File: src/rtl/fire_sensor_pkg.sv
// Shared types and default timing for the fire-sensor conditioning path.
// Defaults assume a 100 MHz system clock.
package fire_sensor_pkg;

    typedef enum logic [1:0] {
        SAFE    = 2'd0,
        FIRE    = 2'd1,
        HOLD    = 2'd2,
        LATCHED = 2'd3
    } fire_state_e;

    localparam int unsigned DEF_DEBOUNCE_CYCLES = 1_000_000;   // 10 ms
    localparam int unsigned DEF_HOLD_CYCLES     = 300_000_000; // 3 s

endpackage

File: src/rtl/sensor_debounce.sv
// Two-flop synchroniser, polarity correction and counter-based debounce of
// the raw flame pin, with one-cycle rise/fall pulses on the clean level.
module sensor_debounce
    import fire_sensor_pkg::*;
#(
    parameter int unsigned DEBOUNCE_CYCLES = DEF_DEBOUNCE_CYCLES,
    parameter bit          RAW_ACTIVE_LOW  = 1'b0
) (
    input  logic clk_i,
    input  logic rst_i,
    input  logic sensor_raw_i,
    output logic fire_level_o,
    output logic fire_rise_o,
    output logic fire_fall_o
);

    localparam int unsigned          CNT_W    = $clog2(DEBOUNCE_CYCLES + 1);
    localparam logic [CNT_W-1:0]     CNT_LAST = CNT_W'(DEBOUNCE_CYCLES - 1);

    logic             sync1_q, sync2_q;
    logic             s;
    logic [CNT_W-1:0] cnt_q;
    logic             level_q, rise_q, fall_q;

    assign s = sync2_q ^ RAW_ACTIVE_LOW;

    // Sync flops reset to the pin level that reads as "no flame".
    always_ff @(posedge clk_i) begin
        if (rst_i) begin
            sync1_q <= RAW_ACTIVE_LOW;
            sync2_q <= RAW_ACTIVE_LOW;
            cnt_q   <= '0;
            level_q <= 1'b0;
            rise_q  <= 1'b0;
            fall_q  <= 1'b0;
        end else begin
            sync1_q <= sensor_raw_i;
            sync2_q <= sync1_q;
            rise_q  <= 1'b0;
            fall_q  <= 1'b0;
            if (s == level_q) begin
                cnt_q <= '0;
            end else if (cnt_q == CNT_LAST) begin
                level_q <= s;
                cnt_q   <= '0;
                rise_q  <= s;
                fall_q  <= ~s;
            end else begin
                cnt_q <= cnt_q + CNT_W'(1);
            end
        end
    end

    assign fire_level_o = level_q;
    assign fire_rise_o  = rise_q;
    assign fire_fall_o  = fall_q;

endmodule

File: src/rtl/fire_sensor_conditioner.sv
// Fire-sensor front end: debounced flame level feeding an alarm FSM with a
// minimum hold time and optional latch-until-acknowledge.
module fire_sensor_conditioner
    import fire_sensor_pkg::*;
#(
    parameter int unsigned DEBOUNCE_CYCLES = DEF_DEBOUNCE_CYCLES,
    parameter int unsigned HOLD_CYCLES     = DEF_HOLD_CYCLES,
    parameter bit          RAW_ACTIVE_LOW  = 1'b0,
    parameter bit          LATCH           = 1'b1
) (
    input  logic       clk,
    input  logic       rst,
    input  logic       sensor_raw,
    input  logic       alarm_ack,
    output logic       fire_level,
    output logic       fire_rise,
    output logic       fire_fall,
    output logic       alarm,
    output logic [1:0] state
);

    localparam int unsigned       HOLD_W    = $clog2(HOLD_CYCLES + 1);
    localparam logic [HOLD_W-1:0] HOLD_LAST = HOLD_W'(HOLD_CYCLES - 1);

    fire_state_e       state_q;
    logic [HOLD_W-1:0] hold_q;
    logic              alarm_q;

    sensor_debounce #(
        .DEBOUNCE_CYCLES (DEBOUNCE_CYCLES),
        .RAW_ACTIVE_LOW  (RAW_ACTIVE_LOW)
    ) u_debounce (
        .clk_i        (clk),
        .rst_i        (rst),
        .sensor_raw_i (sensor_raw),
        .fire_level_o (fire_level),
        .fire_rise_o  (fire_rise),
        .fire_fall_o  (fire_fall)
    );

    // alarm_q tracks "next state != SAFE" so it changes on the same edge as state_q.
    always_ff @(posedge clk) begin
        if (rst) begin
            state_q <= SAFE;
            hold_q  <= '0;
            alarm_q <= 1'b0;
        end else begin
            unique case (state_q)
                SAFE: begin
                    if (fire_level) begin
                        state_q <= FIRE;
                        alarm_q <= 1'b1;
                    end
                end
                FIRE: begin
                    if (!fire_level) begin
                        state_q <= HOLD;
                        hold_q  <= '0;
                    end
                end
                HOLD: begin
                    if (fire_level) begin
                        state_q <= FIRE;
                        hold_q  <= '0;
                    end else if (hold_q == HOLD_LAST) begin
                        state_q <= LATCH ? LATCHED : SAFE;
                        alarm_q <= LATCH;
                    end else begin
                        hold_q <= hold_q + HOLD_W'(1);
                    end
                end
                LATCHED: begin
                    if (fire_level) begin
                        state_q <= FIRE;
                    end else if (alarm_ack) begin
                        state_q <= SAFE;
                        alarm_q <= 1'b0;
                    end
                end
            endcase
        end
    end

    assign alarm = alarm_q;
    assign state = state_q;

endmodule

File: config.mk
export PLATFORM = sky130hd
export DESIGN_NAME = fire_sensor_conditioner
export DESIGN_NICKNAME = d
export VERILOG_FILES = /design/src/rtl/fire_sensor_pkg.sv /design/src/rtl/sensor_debounce.sv /design/src/rtl/fire_sensor_conditioner.sv
export SDC_FILE = /design/constraint.sdc
export NUM_CORES = 1
export LEC_CHECK = 0
export CORE_MARGIN = 2
export CORE_UTILIZATION = 55
export DETAILED_ROUTE_END_ITERATION = 16
export DONT_BUFFER_PORTS = 1
export PLACE_DENSITY = 0.8
export SYNTH_ARGS = -nofsm -noshare
export SYNTH_HDL_FRONTEND = slang
export SYNTH_SLANG_ARGS = --single-unit
File: constraint.sdc
create_clock -name clk -period 2.1 [get_ports clk]
set_input_delay 0.42 -clock clk [delete_from_list [all_inputs] [get_ports clk]]
set_output_delay 0.42 -clock clk [all_outputs]
set_load 0.05 [all_outputs]
==> results of run 1 <==
[worst reg2reg max path, cell delays in order (launching register included)]
cell and delay [ns]:
dfxtp_4 0.38, ha_4 0.16, nand4_2 0.16, or4_4 0.46, buf_4 0.17, or3_1 0.36
a211oi_2 0.22, a21o_1 0.10
[timing repair]
item	in CTS	in global routing
setup buffers	0	0
endpoints found under the setup margin	0	24
gates resized for setup	0	19
[power by group through the flow]
stage | registers, uW | clock network (uW) | logic [uW]
after floorplan | 1190 | 0 | 145
after global placement | 1160 | 0 | 247
after detailed placement | 1160 | 0 | 256
after CTS | 1140 | 1080 | 259
after global routing | 1140 | 1130 | 290
final | 1140 | 1060 | 264
[sequential cells by signal, indices dropped and copies added, names as in the netlist]
| signal | count |
|---|---|
| hold_q | 29 |
| u_debounce.cnt_q | 20 |
| state | 2 |
| alarm | 1 |
| u_debounce.fire_fall_o | 1 |
| u_debounce.fire_level_o | 1 |
| u_debounce.fire_rise_o | 1 |
| u_debounce.s | 1 |
| u_debounce.sync1_q | 1 |
[final timing paths]
check | end | slack (ns) | cells past startpoint
worst max register to register | hold_q[28] | 0.04 | 7
worst min register to register | u_debounce.s | 0.44 | 1
worst max-delay path | hold_q[28] | 0.04 | 7
worst min-delay path | hold_q[14] | 0.14 | 1
[cells in the mapped netlist (all sizes together), types with 3 or more instances]
master	count	share of area (%)
and3	10	2.1
o41ai	3	0.87
a41oi	3	0.87
o21ai	12	2.0
nor4b	4	1.2
nor4	4	0.83
a21o	5	1.2
a31oi	13	2.7
or4	5	1.4
o31ai	4	1.0
nor2b	6	1.2
xor2	12	3.5
nand3	20	3.3
dfxtp	57	38
and4	7	2.1
and2	6	1.2
a21oi	16	2.7
inv	8	1.0
clkbuf	11	2.4
buf	5	1.0
nor3	11	1.8
nand2	25	3.1
nand4	14	3.3
a211oi	5	1.2
xnor2	6	1.7
o22a	3	0.87
ha	8	3.3
or3	5	1.0
nor2	33	4.1
nand2b	6	1.2
or2	4	0.83
[per-layer routing]
layer,vias up,global-route usage [%],routed length [um]
met5,-,0,0
met4,0,11.4,172
met3,20,7.09,507
met2,114,42.8,3540
met1,1344,32.9,3230
li1,1393,-,-
[cells by family (layout without fill, tap and decap cells)]
| family | Yosys count | after routing | synth area share [%] |
|---|---|---|---|
| adders and majority gates | 8 | 8 | 3.32 |
| buffers and inverters | 24 | 67 | 4.36 |
| muxes | 3 | 3 | 1.04 |
| xor gates and xnor gates | 18 | 18 | 5.23 |
| and+or+nand+nor | 163 | 163 | 29.6 |
| DFF | 57 | 57 | 37.9 |
| AOI/OAI and AO/OA | 81 | 81 | 18.5 |
[layout make-up]
cell class	instances	share of cell area (%)
clock buffers	14	4.77
well taps	70	2.42
multi-input cells	273	50.0
repair buffers	43	8.92
flip-flops and latches	57	32.1
inverters	8	0.830
clock inverters	2	0.968
[through the flow]
step	worst slack [ns]	area, um2	hold WS [ns]
2_1_floorplan	0.0257	3050	0.414
3_3_place_gp	0.0242	3350	0.418
3_5_place_dp	0.0338	3350	0.431
4_1_cts	0.0141	3560	0.132
5_1_grt	-0.0187	3620	0.126
6_report	0.0361	3620	0.138
==> results.yml, run 1 <==
cts:
  clock_latency_ns: 0.33
  cts.hold.buffers_added: 0
  cts_num_sinks: 57
  ctsRootBufferMaster: "clkbuf_8"
  cts_tree: "yes"
  path_clk_slew_ns: 0.06
  cts_buffers: 9
  clock_path_buffers: 2
  htree_levels: 3
setup_path:
  crit_path_end_kind: "flip-flop"
  crit_start: "hold_q[1]"
  worst-path-max-fanout: 6
  timing.rr.start: "hold_q[1]"
  start_kind: "flip-flop"
  cp.arrival_ns: 2.35
  crit_family: "simple AND/OR/NAND/NOR gates"
  crit_type: "flip-flop to flip-flop"
  critical_path.slowest_cell: "or4_4"
  critPathMaxStageDelay_ns: 0.46
  path_cells: "ha_4 > nand4_2 > or4_4 > buf_4 > or3_1 > a211oi_2 > a21o_1"
  timing.critical_path.required_ns: 2.39
  critPathBufInv: 1
sta:
  tns_ns: 0
  fin_skew_ns: 0.00533
  setup_viol: 0
  finalHoldViolCount: 0
  rsz0062_at_grt: "yes"
  period_minus_slack_ns: 2.06
  fmaxAchievable_mhz: 485
  tightest_slew_ns: 0.504
  max_slew_margin_pct: 66.3
  slew_violations: 0
  finalCritPeriodShare_pct: 98.3
detailed_routing:
  drtIter0Drc: 230
  wl_per_cell_um: 15.9
  drt_wl_total_mm: 7.44
  drtPass1Iterations: 6
  num_vias: 2871
  postRouteAntennaNets: 0
  drc_errors: 0
  via_per_inst: 6.15
finish:
  nNetsFinal: 404
  regArea_um2: 1160
  multi_input_area_um2: 1810
  n_antenna_cell: 0
  utilization_pct: 69.5
  layout.cells.non_filler: 467
  areaGrowthSynthToFinish_pct: 20.1
  nFillCells: 425
  final_common_cell: "dfxtp_1"
  final_layout_size_suffix_gt1_share_pct: 22.4
  final_cell_mix: "46 x dfxtp_1, 43 x buf_4, 32 x nor2_1"
pwr:
  p_int_uw: 1850
  p_sw_share_pct: 24.9
  power.density_nw_per_um2: 680
  p_leak_uw: 0.00136
  switchingPower_uw: 612
  pwr-share-seq_pct: 46.2
  p_total_uw: 2460
  p_clk_share_pct: 43.1
  p_comb_share_pct: 10.7
  peakVddDrop_v: 0.000573
floorplanning:
  rows: 26
  num_io_pins: 10
  dieArea_um2: 6080
  initial_core_util_pct: 57.9
  die_x_um: 78
  core_um2: 5200
  die_y_um: 78
flow_run:
  drv_cap: 0
global_routing:
  grt_overflow: 0
  grt_pass1_vias: 2742
  grt_max_degree: 20
  antenna_found_initial: 0
  grt_pass1_wl_mm: 12.7
  grt_use_total_pct: 26.4
worst_hold_path:
  min-delay-start: "rst"
  hp-class: "input port to flip-flop"
place:
  routabilityCongestion: 1.01
  place.port_buffers: 0
  dp_hpwl_mm: 5.11
  dpl.cell_count: 451
synthesis:
  synth_cell_type_count: 55
  syn-cell-area_um2: 3010
  ys_async_sr_fraction_pct: 0
  yosys_warnings: 0
  yosysSeqAreaShare_pct: 37.9
  syn_nets: 366
  syn_area_per_cell_um2: 8.51
  syn_inst: 354
  synth-edff-count: 0
  synth_top_flop_cell: "dfxtp_1"
  synth-seq-cells: 57
outcome:
  status: "completed"
(Power assumes the default switching activity.)
==> run 2: changes to the inputs <==
--- a/config.mk
+++ b/config.mk
@@ -9,7 +9,9 @@
 export CORE_UTILIZATION = 55
 export DETAILED_ROUTE_END_ITERATION = 16
 export DONT_BUFFER_PORTS = 1
-export PLACE_DENSITY = 0.8
+export GPL_ROUTABILITY_DRIVEN = 0
+export HOLD_SLACK_MARGIN = 0.06
+export PLACE_DENSITY = 0.77
 export SYNTH_ARGS = -nofsm -noshare
 export SYNTH_HDL_FRONTEND = slang
 export SYNTH_SLANG_ARGS = --single-unit
==> constraint.sdc (replaced) <==
create_clock -name clk -period 2.59 [get_ports clk]
set_input_delay 0.518 -clock clk [delete_from_list [all_inputs] [get_ports clk]]
set_output_delay 0.518 -clock clk [all_outputs]
set_load 0.05 [all_outputs]
==> results.yml, run 2 (same netlist as run 1, synthesis figures left out) <==
outcome:
  status: "completed"
sta:
  fmaxAchievable_mhz: 412
  fin_skew_ns: 0.00663
  rsz0062_at_grt: "no"
  finalWorstSetupSlack_ns: 0.162
  max_slew_margin_pct: 47.1
  slew_violations: 0
  tns_ns: 0
  period_minus_slack_ns: 2.43
  finalHoldViolCount: 0
  finalCritPeriodShare_pct: 93.7
  setup_viol: 0
  tightest_slew_ns: 0.793
  whs_ns: 0.236
place:
  place.port_buffers: 0
  place_ws_ns: 0.188
  dp_hpwl_mm: 4.78
finish:
  largest_reg_flops: 29
  nNetsFinal: 379
  nFillCells: 450
  final_common_cell: "dfxtp_1"
  final_cell_mix: "57 x dfxtp_1, 33 x nor2_1, 25 x nand2_1"
  areaGrowthSynthToFinish_pct: 10.1
  final_layout_size_suffix_gt1_share_pct: 10.8
  regMostFlops: "hold_q"
  n_antenna_cell: 0
cts:
  ctsResizeCount: 0
  cts_num_sinks: 57
  postCtsSetupBuffers: 0
  cts_buffers: 9
  cts_tree: "yes"
  clock_path_buffers: 2
  cts.hold.buffers_added: 0
  path_clk_slew_ns: 0.06
  clock_latency_ns: 0.35
  ctsRootBufferMaster: "clkbuf_8"
  htree_levels: 3
global_routing:
  antenna_found_initial: 0
  grt_overflow: 0
  grt_pass1_wl_mm: 11.9
  grt_use_total_pct: 24.4
  grt_max_degree: 20
  grt_pass1_vias: 2531
floorplanning:
  die_y_um: 78
  dieArea_um2: 6080
  initial_core_util_pct: 57.9
  die_x_um: 78
  num_io_pins: 10
  rows: 26
  core_um2: 5200
setup_path:
  cp.arrival_ns: 2.72
  critical_path.slowest_cell: "or4_1"
  critPathBufInv: 0
  critical_path.most_common_cell: "or4_1"
  crit_family: "simple AND/OR/NAND/NOR gates"
  crit_type: "flip-flop to flip-flop"
  crit_path_end_kind: "flip-flop"
  start_kind: "flip-flop"
  path_cells: "ha_1 > nand4_2 > or4_1 > or4_1 > a211oi_1 > a21o_1"
  timing.critical_path.required_ns: 2.88
  worst-path-max-fanout: 8
  critPathMaxStageDelay_ns: 0.68
pwr:
  peakVddDrop_v: 0.000433
  power.density_nw_per_um2: 576
  p_leak_uw: 0.00120
detailed_routing:
  via_per_inst: 6.29
  drc_errors: 0
  num_vias: 2766
  drtPass1Iterations: 5
  drt_wl_total_mm: 6.89
  postRouteAntennaNets: 0
  drtIter0Drc: 199
  wl_per_cell_um: 15.7
flow_run:
  drv_cap: 0
worst_hold_path:
  hp-class: "input port to flip-flop"
==> run 2: changes by cell type in the layout (fill, tap and decap cells not counted), sizes merged <==
cell	previous run	this run
buf	43	18
clkbuf	14	9
clkinv	1	2
clkinvlp	0	2
==> run 2: layer usage <==
metal  vias up  global-route usage, %  routed length (um)
met3        26                   6.74                 498
met2       100                   36.9                3030
met1      1299                   32.9                3200
li1       1341                      -                   -
met5         -                      0                   0
met4         0                   9.82                 158
==> run 2: area by class of cell <==
cell class | count | area, um2 | area share (%)
flip-flops and latches | 57 | 1140 | 34.4
clock inverters | 5 | 58.8 | 1.77
multi-input cells | 273 | 1740 | 52.5
inverters | 8 | 30.0 | 0.906
repair buffers | 18 | 135 | 4.08
well taps | 70 | 87.6 | 2.64
clock buffers | 9 | 124 | 3.74
==> run 2: metrics by stage <==
stage | std cells | power, uW | util (%) | instance area, um2
after global placement | 426 | 1120 | 60.2 | 3130
after CTS | 440 | 1920 | 63.7 | 3320
after floorplan | 354 | 1080 | - | 3010
final | 440 | 1910 | 63.7 | 3320
after detailed placement | 426 | 1130 | 60.2 | 3130
after global routing | 440 | 1980 | 63.7 | 3320
==> run 2: final timing paths <==
kind | from | slack (ns) | cells past startpoint | to
worst max-delay path | hold_q[0] | 0.16 | 6 | hold_q[24]
worst min-delay path | rst | 0.24 | 1 | hold_q[14]
worst min register to register | u_debounce.sync1_q | 0.44 | 1 | u_debounce.s
worst max register to register | hold_q[0] | 0.16 | 6 | hold_q[24]
==> run 2: report_power, final <==
part	switching [uW]	leakage (uW)	internal [uW]	total, uW
sequential	29.0	0.000460	892	921
combinational	120	0.000652	68.0	188
clock	370	0.0000872	432	802
